--- config.mk ---
export PLATFORM = sky130hd
export DESIGN_NAME = lcd_msg_feeder
export DESIGN_NICKNAME = d
export VERILOG_FILES = /design/src/rtl/lcd_msg_feeder.sv
export SDC_FILE = /design/constraint.sdc
export NUM_CORES = 1
export LEC_CHECK = 0
export BUFFER_PORTS_ARGS = -buffer_cell sky130_fd_sc_hd__buf_2
export CAP_MARGIN = 20
export CELL_PAD_IN_SITES_DETAIL_PLACEMENT = 0
export CELL_PAD_IN_SITES_GLOBAL_PLACEMENT = 2
export CORE_MARGIN = 1.5
export CORE_UTILIZATION = 40
export DETAILED_ROUTE_END_ITERATION = 16
export PLACE_DENSITY = 0.84
export SYNTH_ARGS = -nofsm -noshare
export SYNTH_HDL_FRONTEND = slang
export SYNTH_SLANG_ARGS = --single-unit
--- constraint.sdc ---
create_clock -name CLK_27 -period 2.8 [get_ports CLK_27]
set_clock_uncertainty 0.15 [all_clocks]
set_input_delay 0.42 -clock CLK_27 [delete_from_list [all_inputs] [get_ports CLK_27]]
set_output_delay 0.42 -clock CLK_27 [all_outputs]
set_load 0.02 [all_outputs]
--- src/rtl/lcd_msg_feeder.sv ---
// Character source for the LCD controller. It buffers incoming bytes in a FIFO,
// tracks the cursor column and sends one character per show/LCDfinish handshake.
module lcd_msg_feeder #(
  parameter int DEPTH  = 16,
  parameter int SETTLE = 4
) (
  input  logic       CLK_27,
  input  logic       RESET,
  input  logic [7:0] rx_data,
  input  logic       rx_valid,
  input  logic       LCDfinish,
  output logic [7:0] Lcd_data,
  output logic       show,
  output logic       mark1,
  output logic       mark2,
  output logic [4:0] fifo_count,
  output logic       overflow,
  output logic       active
);

  localparam int AW = $clog2(DEPTH);

  typedef enum logic [2:0] {IDLE, LOAD, SHOW, HOLD, DONE} state_t;

  typedef struct packed {
    logic       send;
    logic [7:0] data;
    logic       m1;
    logic       m2;
    logic [4:0] col;
  } cls_t;

  logic [7:0]    mem [DEPTH];
  logic [AW-1:0] wr_ptr, rd_ptr;
  logic [7:0]    head;
  logic [4:0]    col;
  logic [3:0]    rdy_cnt;
  logic          qual, push, pop;
  state_t        state, state_nxt;
  cls_t          cls;

  assign head   = mem[rd_ptr];
  assign qual   = (rdy_cnt == 4'(SETTLE));
  assign pop    = (state == LOAD) && (fifo_count != 5'd0);
  // A full FIFO still takes a byte when the same cycle frees a slot.
  assign push   = rx_valid && ((fifo_count < 5'(DEPTH)) || pop);
  assign active = (state != IDLE);

  always_ff @(posedge CLK_27) begin
    if (push) mem[wr_ptr] <= rx_data;
  end

  always_ff @(posedge CLK_27) begin
    if (RESET) begin
      wr_ptr     <= '0;
      rd_ptr     <= '0;
      fifo_count <= '0;
      overflow   <= 1'b0;
    end else begin
      if (push) wr_ptr <= wr_ptr + 1'b1;
      if (pop)  rd_ptr <= rd_ptr + 1'b1;
      case ({push, pop})
        2'b10:   fifo_count <= fifo_count + 5'd1;
        2'b01:   fifo_count <= fifo_count - 5'd1;
        default: fifo_count <= fifo_count;
      endcase
      if (rx_valid && !push) overflow <= 1'b1;
    end
  end

  // LCDfinish must stay high SETTLE cycles; short blips inside the controller's
  // own write/clear sequences never reach qual.
  always_ff @(posedge CLK_27) begin
    if (RESET)                    rdy_cnt <= '0;
    else if (!LCDfinish)          rdy_cnt <= '0;
    else if (rdy_cnt != 4'(SETTLE)) rdy_cnt <= rdy_cnt + 4'd1;
  end

  always_comb begin
    cls      = '0;
    cls.data = head;
    cls.col  = col;
    if (head >= 8'h20 && head <= 8'h7E) begin
      cls.send = 1'b1;
      cls.m1   = (col == 5'd15);
      cls.m2   = (col == 5'd31);
      cls.col  = (col == 5'd31) ? 5'd0 : col + 5'd1;
    end else if (head == 8'h0A) begin
      cls.send = 1'b1;
      if (col < 5'd16) begin
        cls.m1  = 1'b1;
        cls.col = 5'd16;
      end else begin
        cls.m2  = 1'b1;
        cls.col = 5'd0;
      end
    end else if (head == 8'h0D && col != 5'd0) begin
      cls.send = 1'b1;
      cls.data = 8'h0A;
      cls.m2   = 1'b1;
      cls.col  = 5'd0;
    end
  end

  always_ff @(posedge CLK_27) begin
    if (RESET) state <= IDLE;
    else       state <= state_nxt;
  end

  always_comb begin
    state_nxt = state;
    case (state)
      IDLE:    if (fifo_count != 5'd0 && qual) state_nxt = LOAD;
      LOAD:    state_nxt = (pop && cls.send) ? SHOW : IDLE;
      SHOW:    if (!LCDfinish) state_nxt = HOLD;
      HOLD:    if (qual) state_nxt = DONE;
      DONE:    state_nxt = IDLE;
      default: state_nxt = IDLE;
    endcase
  end

  // Character and marks are captured once at LOAD and frozen until DONE.
  always_ff @(posedge CLK_27) begin
    if (RESET) begin
      Lcd_data <= 8'h00;
      show     <= 1'b0;
      mark1    <= 1'b0;
      mark2    <= 1'b0;
      col      <= 5'd0;
    end else begin
      show <= (state_nxt == SHOW);
      if (state == LOAD && state_nxt == SHOW) begin
        Lcd_data <= cls.data;
        mark1    <= cls.m1;
        mark2    <= cls.m2;
        col      <= cls.col;
      end else if (state == DONE) begin
        mark1 <= 1'b0;
        mark2 <= 1'b0;
      end
    end
  end

endmodule

# Yosys cells after proc, flatten, opt, wreduce, memory -nomap -nowiden
# Memory sizes are Yosys's and may differ from the RTL's. A register that Yosys moved wholly into a read port is not among the register bits.
# Index checks and enable logic that the tools add are counted.
# word_totals
in_bits,12
elab_cells,81
out_inout_bits,18
memories,1
ff_bits,37
ram_bits,128
# op_classes
n_lt_le_gt_ge,4
eq_ne,13
bitwise,1
add_sub_neg,6
reduce_logical,19
n_mux,26
# memory_table
memory,words,word_bits,rd,rd_clocked_by_memory_dff,write_ports,line,text
mem,16,8,1,1,1,33,logic [7:0] mem [DEPTH];
# op_table
cell,count
$eq 8x4->1 const B,2
$mux 8,2
$add 4x1->4 const B,3
$mux 6,2
$pmux 3 s4,1
$add 5x1->5 const B,2
$lt 5x5->1 const B,2
$mux 1,10
$mux 5,2
$pmux 5 s2,1
$reduce_bool 5->1,2
$eq 3x2->1 const B,3
$mux 3,3
$mux 9,1
$ge 8x6->1 const B,1
$le 8x7->1 const B,1
$logic_and 1x1->1,8
$mux 4,2
$mux 7,1
$reduce_bool 3->1,2
$eq 5x4->1 const B,1
$eq 5x5->1 const B,1
$sub 5x1->5 const B,1
$eq 4x3->1 const B,1
other kinds (13),14

# Longest topological paths before layout
# Gate-level depths: netlist (run 1).
# logic_depth
ltp_word,11
depth_mapped,13
ltp_nobuf,13

# Worst setup path after synthesis (run 1)
# Ideal clock, no wire load.
# synth_path
path_type,register -> register
start,register (tool-made name)
end,register Lcd_data[6]
stages_incl_launch_ff,11
path_buffers,3
period_less_slack_ns,2.998
path_slack_ns,-0.198
required_ns,2.529
setup_ns,0.121
arrival_ns,2.727
path_cell_list,dfxtp_1 buf_6 buf_8 mux4_2 nand2_1 nand4_2 or4_4 a211oi_4 o21a_1 buf_6 mux2_4
# synth_rtl
element,line,text
"end signal, assigned",133,Lcd_data <= cls.data;
"end, declared",12,"output logic [7:0] Lcd_data,"

==> metrics.txt, run 1 <==
status=finished with violations; failing checks=negative setup slack; r2r worst-path depth=10; most frequent cell after synthesis=edfxtp_1; Crit path depth=10; vias in the first global route=roughly 4,000; All-Layer GR Usage=between 10% and 20%; min cycle time layout=between 2 and 3 ns; CP arrival=3.14 ns; Avg WL per Cell=18.2 um; Bufs on Longest Clock Path=2; via count of the routed design=4,020; Skew-Pair Late Insertion Delay=0.42 ns; Worst Slack Setup Final=-0.177 ns; Synthesis Warnings=0; top post-synthesis cells by area=edfxtp_1 55%, dfxtp_1 12%, mux4_2 7.7%; share of layout cells above drive strength 1=33.6%; clock root buffer=clkbuf_16; Critical Path End=col[3]$_SDFFE_PP0P_; syn_area_per_cell=15.8 sq um; final core utilization=between 40% and 50%; final setup vio count=17; Seq/Total Area, Yosys=between 60% and 70%; global-route wire length before repair=~22,000 um; Hold Fails Final Rpt=0; Antenna Violating Nets Remaining=0; Synth Cell Area=between 6000 and 7000 sq um; R2R Setup Slk=-0.18 ns; maximum VDD drop=between 0.4 and 0.5 mV; Slew headroom=between 70% and 80%; startpoint types=register; Crit Path Class=register to register; Max Fclk=336 MHz; die area=between 15,000 and 20,000 sq um; Ports=30; Post-layout nets=between 500 and 600; Leak=between 3 and 4 nW; proportion of netlist area held by the largest area contributor=55.1%; hold slack final=0.129 ns; GP Congestion=0.759; Clock Sinks=around 170; CP endpoint kind=register; H-tree levels=4; crit-path max FO=7; Internal=roughly 0.0040 W; CORE AREA=17,200 sq um; min-delay src=rx_valid; max-cap viol count=0; total wire length=between 10,000 and 15,000 um; RSZ-0062 raised after global routing=true; CTS tree=done; unique cell type count in the Yosys netlist=53; Synth-to-Final Area Change=22.9%; row cnt=between 40 and 50; gr ovfl total=0; Critical Path RT=2.96 ns; Synth Register Bits=approximately 170; Detailed Place HPWL=9290 um; drt drc=0; largest net degree at the start of global routing=29; Die W=~140 um; Chip Height=135 um; ys async rst share=0%; Slew Limit Fails=0; post-synth top area cell=edfxtp_1; initial antenna violation count=0; clock network fraction of total power=42.4%; Buffers on Ports=29; Num CTS Buffers=17; P per Cell Area=602 nW/um^2; fin crit share=106%; crit-path leading delay family=compound AO/OA/AOI/OAI gates; ys flop type=edfxtp_1; Initial Utilization=40.6%; commonest cells in the synthesized netlist=128 x edfxtp_1, 42 x nor2_1, 41 x dfxtp_1, 30 x nand2_1, 24 x mux4_2; reg2reg end=col[3]$_SDFFE_PP0P_; Detailed Routing Iterations Pass 1=4; Post-synth EDFFs=between 100 and 150; sw power=about 0.0011 W; CP Cell Sequence=buf_12, buf_4, mux4_2, a22oi_2, nand2_1, or3_4, a211oi_4, buf_6, o21ai_4, a32o_1; Seq pwr share=a little over half; CP bufs+invs=3; Net Sw Frac=~22%; DRT iter0 DRCs=200; Hold WC Path Type=input pin to register; # fillers=about 1,500; antenna diode count=0; clk slew on worst S/H paths=0.06 ns; share of total power in combinational logic=4.6%; slowest CP cell=mux4_2; syn_nets=470; average vias per placed instance=5.20; Syn Inst Count=442; worst-margin pin slew=around 0.43 ns; CP max stage delay=0.50 ns
area by class of cell:
type / instances / area, sq um / share of cell area (%)
sequential: 169 / 4670 / 54.5
tap: 225 / 282 / 3.28
clock inverter: 14 / 125 / 1.46
timing repair buffer: 92 / 723 / 8.44
multi-input combinational: 240 / 2290 / 26.7
inverter: 15 / 56.3 / 0.657
clock buffer: 18 / 429 / 5.01
registers in the layout, summed over array words and instances (netlist names), named ones only:
| signal | flops |
|---|---|
| rd_ptr | 4 |
| show | 1 |
| Lcd_data | 8 |
| rdy_cnt | 4 |
| mem | 128 |
| wr_ptr | 4 |
| fifo_count | 5 |
| state | 3 |
| overflow | 1 |
| col | 5 |
| mark1 | 1 |
| mark2 | 1 |
layout by cell type, fill, tap and decap left out, types with 6 or more instances in the layout:
| master | instances |
|---|---|
| mux4_2 | 26 |
| nand2_1 | 28 |
| inv_1 | 13 |
| mux2i_1 | 10 |
| dfxtp_1 | 40 |
| clkbuf_16 | 17 |
| a22o_1 | 8 |
| ha_1 | 13 |
| a21oi_1 | 10 |
| xor2_1 | 8 |
| buf_4 | 51 |
| nor2_1 | 37 |
| edfxtp_1 | 128 |
| mux4_1 | 6 |
| nor3_1 | 6 |
| buf_6 | 6 |
| buf_2 | 29 |
power groups by stage:
stage / combinational (W) / sequential, W / clock, W
2_1_floorplan: 0.000104 / 0.00279 / 0
3_3_place_gp: 0.000206 / 0.00279 / 0
3_5_place_dp: 0.000215 / 0.00279 / 0
4_1_cts: 0.000219 / 0.00273 / 0.00223
5_1_grt: 0.000263 / 0.00273 / 0.00232
6_report: 0.000239 / 0.00273 / 0.00219
worst min-delay path by stage:
stage                                     to  slack, ns  depth (start not counted)
global route           overflow$_SDFFE_PP0P_       0.15                          3
detailed placement  Lcd_data[0]$_SDFFE_PP0P_       0.29                          2
floorplan            rdy_cnt[1]$_SDFFE_PP0N_       0.31                          2
finish                 overflow$_SDFFE_PP0P_       0.13                          3
global placement    Lcd_data[2]$_SDFFE_PP0P_       0.30                          2
CTS                    overflow$_SDFFE_PP0P_       0.10                          3
worst reg2reg max path, stage by stage, from the launching register on:
cell and delay, ns:
dfxtp_4 0.43, buf_12 0.16, buf_4 0.12, mux4_2 0.50, a22oi_2 0.28, nand2_1 0.11
or3_4 0.36, a211oi_4 0.25, buf_6 0.15, o21ai_4 0.10, a32o_1 0.27
logic make-up after synthesis:
logic type | count (synthesis) | share of synthesized area (%)
adder cells (fa/ha/maj) | 16 | 2.98
flip-flops | 169 | 66.9
XOR/XNOR | 13 | 1.63
buffers and inverters | 33 | 2.55
AND/OR/NAND/NOR | 118 | 8.09
AO/OA/AOI/OAI | 50 | 5.47
multiplexers | 43 | 12.4
per-stage QoR:
step | cells | total power (W) | instance area [sq um] | TNS (ns) | setup slack (ns)
2_1_floorplan | 442 | 0.00290 | 7000 | -0.0938 | -0.0938
3_3_place_gp | 734 | 0.00299 | 7760 | -0.996 | -0.146
3_5_place_dp | 734 | 0.00300 | 7760 | -1.93 | -0.209
4_1_cts | 767 | 0.00518 | 8380 | -1.97 | -0.159
5_1_grt | 773 | 0.00532 | 8570 | -3.67 | -0.251
6_report | 773 | 0.00516 | 8570 | -2.27 | -0.177
metal layers:
layer  vias up  GRT usage [%]  share of wire (%)
met5         -              0                  0
met1      2038           20.9                 43
met3        12           4.65                5.1
li1       1880              -                  -
met2        90           27.4                 51
met4         0           4.84               0.65
timing repair:
action                     in CTS  in global routing
hold buffers                    0                  0
cloned                          1                  0
setup buffers                   0                  6
hold endpoints to repair        0                  0
setup endpoints to repair      18                 18
pin swaps                       1                  3
resized for setup              12                 31
No activity file was read; power rests on OpenSTA's default activity.
==> inputs of run 2 (changes only) <==
--- a/config.mk
+++ b/config.mk
@@ -8,11 +8,12 @@
 export BUFFER_PORTS_ARGS = -buffer_cell sky130_fd_sc_hd__buf_2
 export CAP_MARGIN = 20
 export CELL_PAD_IN_SITES_DETAIL_PLACEMENT = 0
-export CELL_PAD_IN_SITES_GLOBAL_PLACEMENT = 2
+export CELL_PAD_IN_SITES_GLOBAL_PLACEMENT = 1
 export CORE_MARGIN = 1.5
 export CORE_UTILIZATION = 40
 export DETAILED_ROUTE_END_ITERATION = 16
-export PLACE_DENSITY = 0.84
+export GPL_TIMING_DRIVEN = 0
+export PLACE_DENSITY = 0.76
 export SYNTH_ARGS = -nofsm -noshare
 export SYNTH_HDL_FRONTEND = slang
 export SYNTH_SLANG_ARGS = --single-unit
==> metrics.txt, run 2 (synthesized netlist as in run 1, its figures left out) <==
status=finished with violations (unchanged); failing checks=negative setup slack (unchanged); max layer used=met5 (was met4); multi-input gate area in the final layout=2330 sq um (was 2290 sq um); CTS tree=done (unchanged); Worst Slack Setup Final=-0.307 ns (was -0.177 ns); max-cap viol count=0 (unchanged); GP Congestion=0.809 (was 0.759); # hold bufs at CTS=0 (unchanged); Hold WC Path Type=input pin to register (unchanged); Avg WL per Cell=19.0 um (was 18.2 um); max reg flops=128 (unchanged); slowest CP cell=mux4_1 (was mux4_2); CP arrival=3.27 ns (was 3.14 ns); via count of the routed design=4,054 (was 4,020); All-Layer GR Usage=16.7% (was 16.4%); Buffers on Ports=29 (unchanged); min cycle time layout=3.11 ns (was 2.98 ns); Chip Height=135 um (unchanged); Largest regs=mem (128), Lcd_data (8) (unchanged); vias in the first global route=4,218 (was 4,026); Synth-to-Final Area Change=22.9% (about the same); Tot Pwr=0.00536 W (was 0.00516 W); total wire length=14,500 um (was 14,000 um); most common cell after layout, fill and taps aside=edfxtp_1 (unchanged); Slew headroom=36.0% (was 70.9%); Post-Route M1 WL=5920 um (was 6050 um); clock root buffer=clkbuf_16 (unchanged); CP max stage delay=0.54 ns (was 0.50 ns); min-delay src=rx_valid (unchanged); Skew-Pair Late Insertion Delay=0.42 ns (about the same); CORE AREA=17,200 sq um (unchanged); clk slew on worst S/H paths=0.07 ns (was 0.06 ns); Post-layout nets=556 (was 563); Num CTS Buffers=17 (unchanged); worst-margin pin slew=0.957 ns (was 0.433 ns); Critical Path RT=2.97 ns (was 2.96 ns); Detailed Place HPWL=9290 um (about the same); Biggest register=mem (unchanged); # fillers=1,439 (was 1,465); initial antenna violation count=1 (was 0); Initial Utilization=40.6% (unchanged); metal2 WL=7670 um (was 7180 um); Die W=135 um (unchanged); CP Cell Sequence=buf_6, buf_12, buf_6, mux4_1, a22o_1, nor2_2, nand3_2, a211oi_4, o21a_1, buf_6, mux2_4 (was buf_12, buf_4, mux4_2, a22oi_2, nand2_1, or3_4, a211oi_4, buf_6, o21ai_4, a32o_1); gr ovfl total=0 (unchanged); Crit Path Class=register to register (unchanged); Leak=2.99 nW (was 3.01 nW); startpoint types=register (unchanged); Detailed Routing Iterations Pass 1=4 (unchanged); Finished Layout Cells=766 (was 773); fin crit share=111% (was 106%); register area=4670 sq um (about the same); most frequent cells in the layout=128 x edfxtp_1, 37 x dfxtp_1, 37 x buf_4, 36 x nor2_1, 30 x buf_2 (was 128 x edfxtp_1, 51 x buf_4, 40 x dfxtp_1, 37 x nor2_1, 29 x buf_2); share of layout cells above drive strength 1=32.7% (was 33.6%); drt drc=0 (unchanged); crit-path leading delay family=multiplexers (was compound AO/OA/AOI/OAI gates); Bufs on Longest Clock Path=2 (unchanged); Clock Sinks=169 (unchanged); global-route wire length before repair=22,600 um (was 22,000 um); H-tree levels=4 (unchanged); crit-path max FO=6 (was 7); most frequent CP cell=buf_6; final setup vio count=17 (unchanged); average vias per placed instance=5.29 (was 5.20); Cells after DPL=700 (was 734); Hold Fails Final Rpt=0 (unchanged); antenna diode count=0 (unchanged); die area=18,200 sq um (unchanged); CP endpoint kind=register (unchanged); Max Fclk=322 MHz (was 336 MHz); row cnt=48 (unchanged); CP bufs+invs=4 (was 3); WL met3=774 um (was 723 um); Slew Limit Fails=0 (unchanged); maximum VDD drop=0.515 mV (was 0.456 mV); RSZ-0062 raised after global routing=true (unchanged); largest net degree at the start of global routing=18 (was 29); Antenna Violating Nets Remaining=0 (unchanged); Ports=30 (unchanged); P per Cell Area=625 nW/um^2 (was 602 nW/um^2); DRT iter0 DRCs=325 (was 200)
==> run 2: routing by layer <==
layer	vias to the layer above	track usage [%]
met3	13	3.72
met1	2064	20.6
met5	-	0
met2	100	29.0
met4	2	6.27
li1	1875	-
==> run 2: cell type report <==
cell class / instances / share of cell area, %
sequential: 169 / 54.5
clock buffer: 18 / 5.01
inverter: 15 / 0.657
buffer: 17 / 1.63
multi-input combinational: 240 / 27.2
tap: 225 / 3.28
timing repair buffer: 68 / 5.66
clock inverter: 14 / 2.10
==> run 2: through the flow <==
step                setup slack [ns]  TNS, ns  cell area (sq um)  utilization (%)  hold WS [ns]
CTS                           -0.319    -4.27               8320             48.4         0.109
detailed placement            -0.729   -13.09               7460             43.4         0.302
global route                  -0.417    -5.85               8570             49.9         0.148
finish                        -0.307    -3.84               8570             49.9         0.127
global placement              -0.701   -20.20               7430             43.3         0.292
floorplan                    -0.0938  -0.0938               7000                -         0.312
==> run 2: what timing repair did <==
action	CTS	global route
setup endpoints to repair	77	40
setup buffers	14	20
gates resized for setup	24	25
pin swaps	9	11
gates cloned	1	0
==> run 2: worst register-to-register path, stage by stage (launching register included) <==
cell and delay, ns:
dfxtp_2 0.32, buf_6 0.13, buf_12 0.15, buf_6 0.13
mux4_1 0.54, a22o_1 0.28, nor2_2 0.24, nand3_2 0.16
a211oi_4 0.32, o21a_1 0.18, buf_6 0.13, mux2_4 0.29
==> run 2: worst paths after layout <==
| kind | end | slack, ns | depth (start not counted) |
|---|---|---|---|
| hold / removal | overflow$_SDFFE_PP0P_ | 0.13 | 3 |
| hold reg to reg | Lcd_data[1]$_SDFFE_PP0P_ | 0.32 | 2 |
| setup / recovery | Lcd_data[6]$_SDFFE_PP0P_ | -0.31 | 11 |
| setup reg to reg | Lcd_data[6]$_SDFFE_PP0P_ | -0.31 | 11 |
==> run 2: power by group <==
part	total, W	leakage, nW	switching, W	internal [W]
Combinational	0.000232	1.21	0.000141	0.0000907
Sequential	0.00274	1.49	0.0000142	0.00272
Clock	0.00239	0.292	0.00104	0.00135
==> inputs of run 3 (changes only) <==
--- a/config.mk
+++ b/config.mk
@@ -9,6 +9,7 @@
 export CAP_MARGIN = 20
 export CELL_PAD_IN_SITES_DETAIL_PLACEMENT = 0
 export CELL_PAD_IN_SITES_GLOBAL_PLACEMENT = 1
+export CORE_ASPECT_RATIO = 0.7
 export CORE_MARGIN = 1.5
 export CORE_UTILIZATION = 40
 export DETAILED_ROUTE_END_ITERATION = 16
==> metrics.txt, run 3 (synthesized netlist as in run 1, its figures left out) <==
status=finished with violations (unchanged); failing checks=negative setup slack (unchanged); # fillers=1,432 (was 1,439); Synth-to-Final Area Change=22.0% (was 22.9%); antenna diode count=0 (unchanged); average vias per placed instance=5.32 (was 5.29); DRT iter0 DRCs=344 (was 325); Biggest register=mem (unchanged); H-tree levels=4 (unchanged); Skew-Pair Late Insertion Delay=0.43 ns (was 0.42 ns); hold depth=3 (unchanged); most frequent cells in the layout=128 x edfxtp_1, 39 x dfxtp_1, 36 x nor2_1, 31 x buf_2 (was 128 x edfxtp_1, 37 x dfxtp_1, 37 x buf_4, 36 x nor2_1, 30 x buf_2); RSZ-0062 raised after global routing=true (unchanged); share of layout cells above drive strength 1=31.3% (was 32.7%); clk slew on worst S/H paths=0.07 ns (about the same); Worst Slack Setup Final=-0.308 ns (was -0.307 ns); die area=18,300 sq um (was 18,200 sq um); P per Cell Area=622 nW/um^2 (was 625 nW/um^2); CTS tree=done (unchanged); Largest regs=mem (128), Lcd_data (8) (unchanged); gr ovfl total=0 (unchanged); worst-margin pin slew=0.990 ns (was 0.957 ns); Die W=161 um (was 135 um); Crit Path Class=register to register (unchanged); r2r worst-path depth=11 (unchanged); Detailed Routing Iterations Pass 1=4 (unchanged); hold slack final=0.105 ns (was 0.127 ns); final core utilization=49.7% (was 49.9%); most common cell after layout, fill and taps aside=edfxtp_1 (unchanged); Leak=2.96 nW (was 2.99 nW); Critical Path RT=2.97 ns (about the same); Clock Sinks=169 (unchanged); vias in the first global route=4,112 (was 4,218); Hold Fails Final Rpt=0 (unchanged); All-Layer GR Usage=17.3% (was 16.7%); R2R Setup Slk=-0.31 ns (about the same); reg2reg end=col[3]$_SDFFE_PP0P_ (was Lcd_data[6]$_SDFFE_PP0P_); CORE AREA=17,100 sq um (was 17,200 sq um); row cnt=40 (was 48); Detailed Place HPWL=9740 um (was 9290 um); Antenna Violating Nets Remaining=0 (unchanged); initial antenna violation count=0 (was 1); total wire length=14,900 um (was 14,500 um); final setup vio count=18 (was 17); Slew Limit Fails=0 (unchanged); clock root buffer=clkbuf_16 (unchanged); global-route wire length before repair=23,200 um (was 22,600 um); Bufs on Longest Clock Path=2 (unchanged); Hold WC Path Type=input pin to register (unchanged); min-delay src=rx_valid (unchanged); Slew headroom=33.8% (was 36.0%); CP endpoint kind=register (unchanged); largest net degree at the start of global routing=20 (was 18); Initial Utilization=40.8% (was 40.6%); maximum VDD drop=0.426 mV (was 0.515 mV); max-cap viol count=0 (unchanged); Chip Height=113 um (was 135 um); drt drc=0 (unchanged); max reg flops=128 (unchanged); startpoint types=register (unchanged); crit-path max FO=8 (was 6); CP arrival=3.28 ns (was 3.27 ns); Max Fclk=322 MHz (about the same); Buffers on Ports=29 (unchanged); GP Congestion=0.722 (was 0.809); Avg WL per Cell=19.5 um (was 19.0 um); Ports=30 (unchanged); Post-layout nets=546 (was 556); Hold Path End=overflow$_SDFFE_PP0P_ (unchanged); via count of the routed design=4,056 (was 4,054); Num CTS Buffers=17 (unchanged); fin crit share=111% (about the same); min cycle time layout=3.11 ns (about the same)
## run 3: cell types whose count changed in the layout (fill, tap and decap cells not counted), sizes merged
| cell | change |
|---|---|
| buf | -12 |
| clkbuf | +1 |
| bufinv | -2 |
| clkinv | +3 |
| inv | +2 |
| clkinvlp | -2 |
## run 3: what timing repair did
action / CTS / global route
buffers inserted: 17 / 9
resized for setup: 29 / 27
endpoints found under the setup margin: 48 / 27
hold buffers: 0 / 0
cloned: 1 / 0
pin swaps: 15 / 8
## run 3: critical path, cell delays in order, from the launching register on
cell and delay [ns]:
dfxtp_2 0.33, buf_8 0.12, buf_12 0.15, buf_8 0.11, mux4_2 0.49, nand2_2 0.12, nand4_4 0.13, or4_4 0.54
a211oi_4 0.32, buf_4 0.17, o21ai_4 0.10, a32o_1 0.25
## run 3: per-layer routing
metal  routed length, um  vias up  track usage (%)
li1                    -     1857                -
met4                 168        0             5.68
met5                   0        -                0
met3                 849       13             5.35
met2                6780       92             25.6
met1                7100     2094             24.6
## run 3: stage by stage
step	instance area [sq um]	total power, W	TNS, ns	setup WS [ns]	std cells
after floorplan	7000	0.00290	-0.0938	-0.0938	442
after global placement	7440	0.00296	-19.44	-0.759	702
after detailed placement	7460	0.00297	-12.33	-0.820	706
after CTS	8350	0.00531	-4.36	-0.307	755
after global routing	8510	0.00547	-6.25	-0.404	762
final	8510	0.00529	-4.28	-0.308	762
## run 3: layout make-up
class	instances	area (sq um)	share of cell area, %
Sequential cell	169	4670	54.8
Multi-Input combinational cell	240	2340	27.5
Clock buffer	17	425	5.00
Timing Repair Buffer	59	418	4.91
Tap cell	231	289	3.40
Clock inverter	15	179	2.10
Buffer	16	138	1.62
Inverter	15	56.3	0.661
## run 3: worst max-delay path by stage
stage,startpoint,endpoint,slack (ns)
floorplan,register,Lcd_data[6]$_SDFFE_PP0P_,-0.09
global placement,register,Lcd_data[6]$_SDFFE_PP0P_,-0.76
detailed placement,register,Lcd_data[6]$_SDFFE_PP0P_,-0.82
CTS,register,Lcd_data[6]$_SDFFE_PP0P_,-0.31
global route,register,col[2]$_SDFFE_PP0P_,-0.40
finish,register,col[3]$_SDFFE_PP0P_,-0.31
## run 3: power breakdown
group,internal [W],switching (W),total [W]
registers,0.00272,0.0000138,0.00273
clock network,0.00121,0.00112,0.00233
logic,0.0000896,0.000141,0.000230
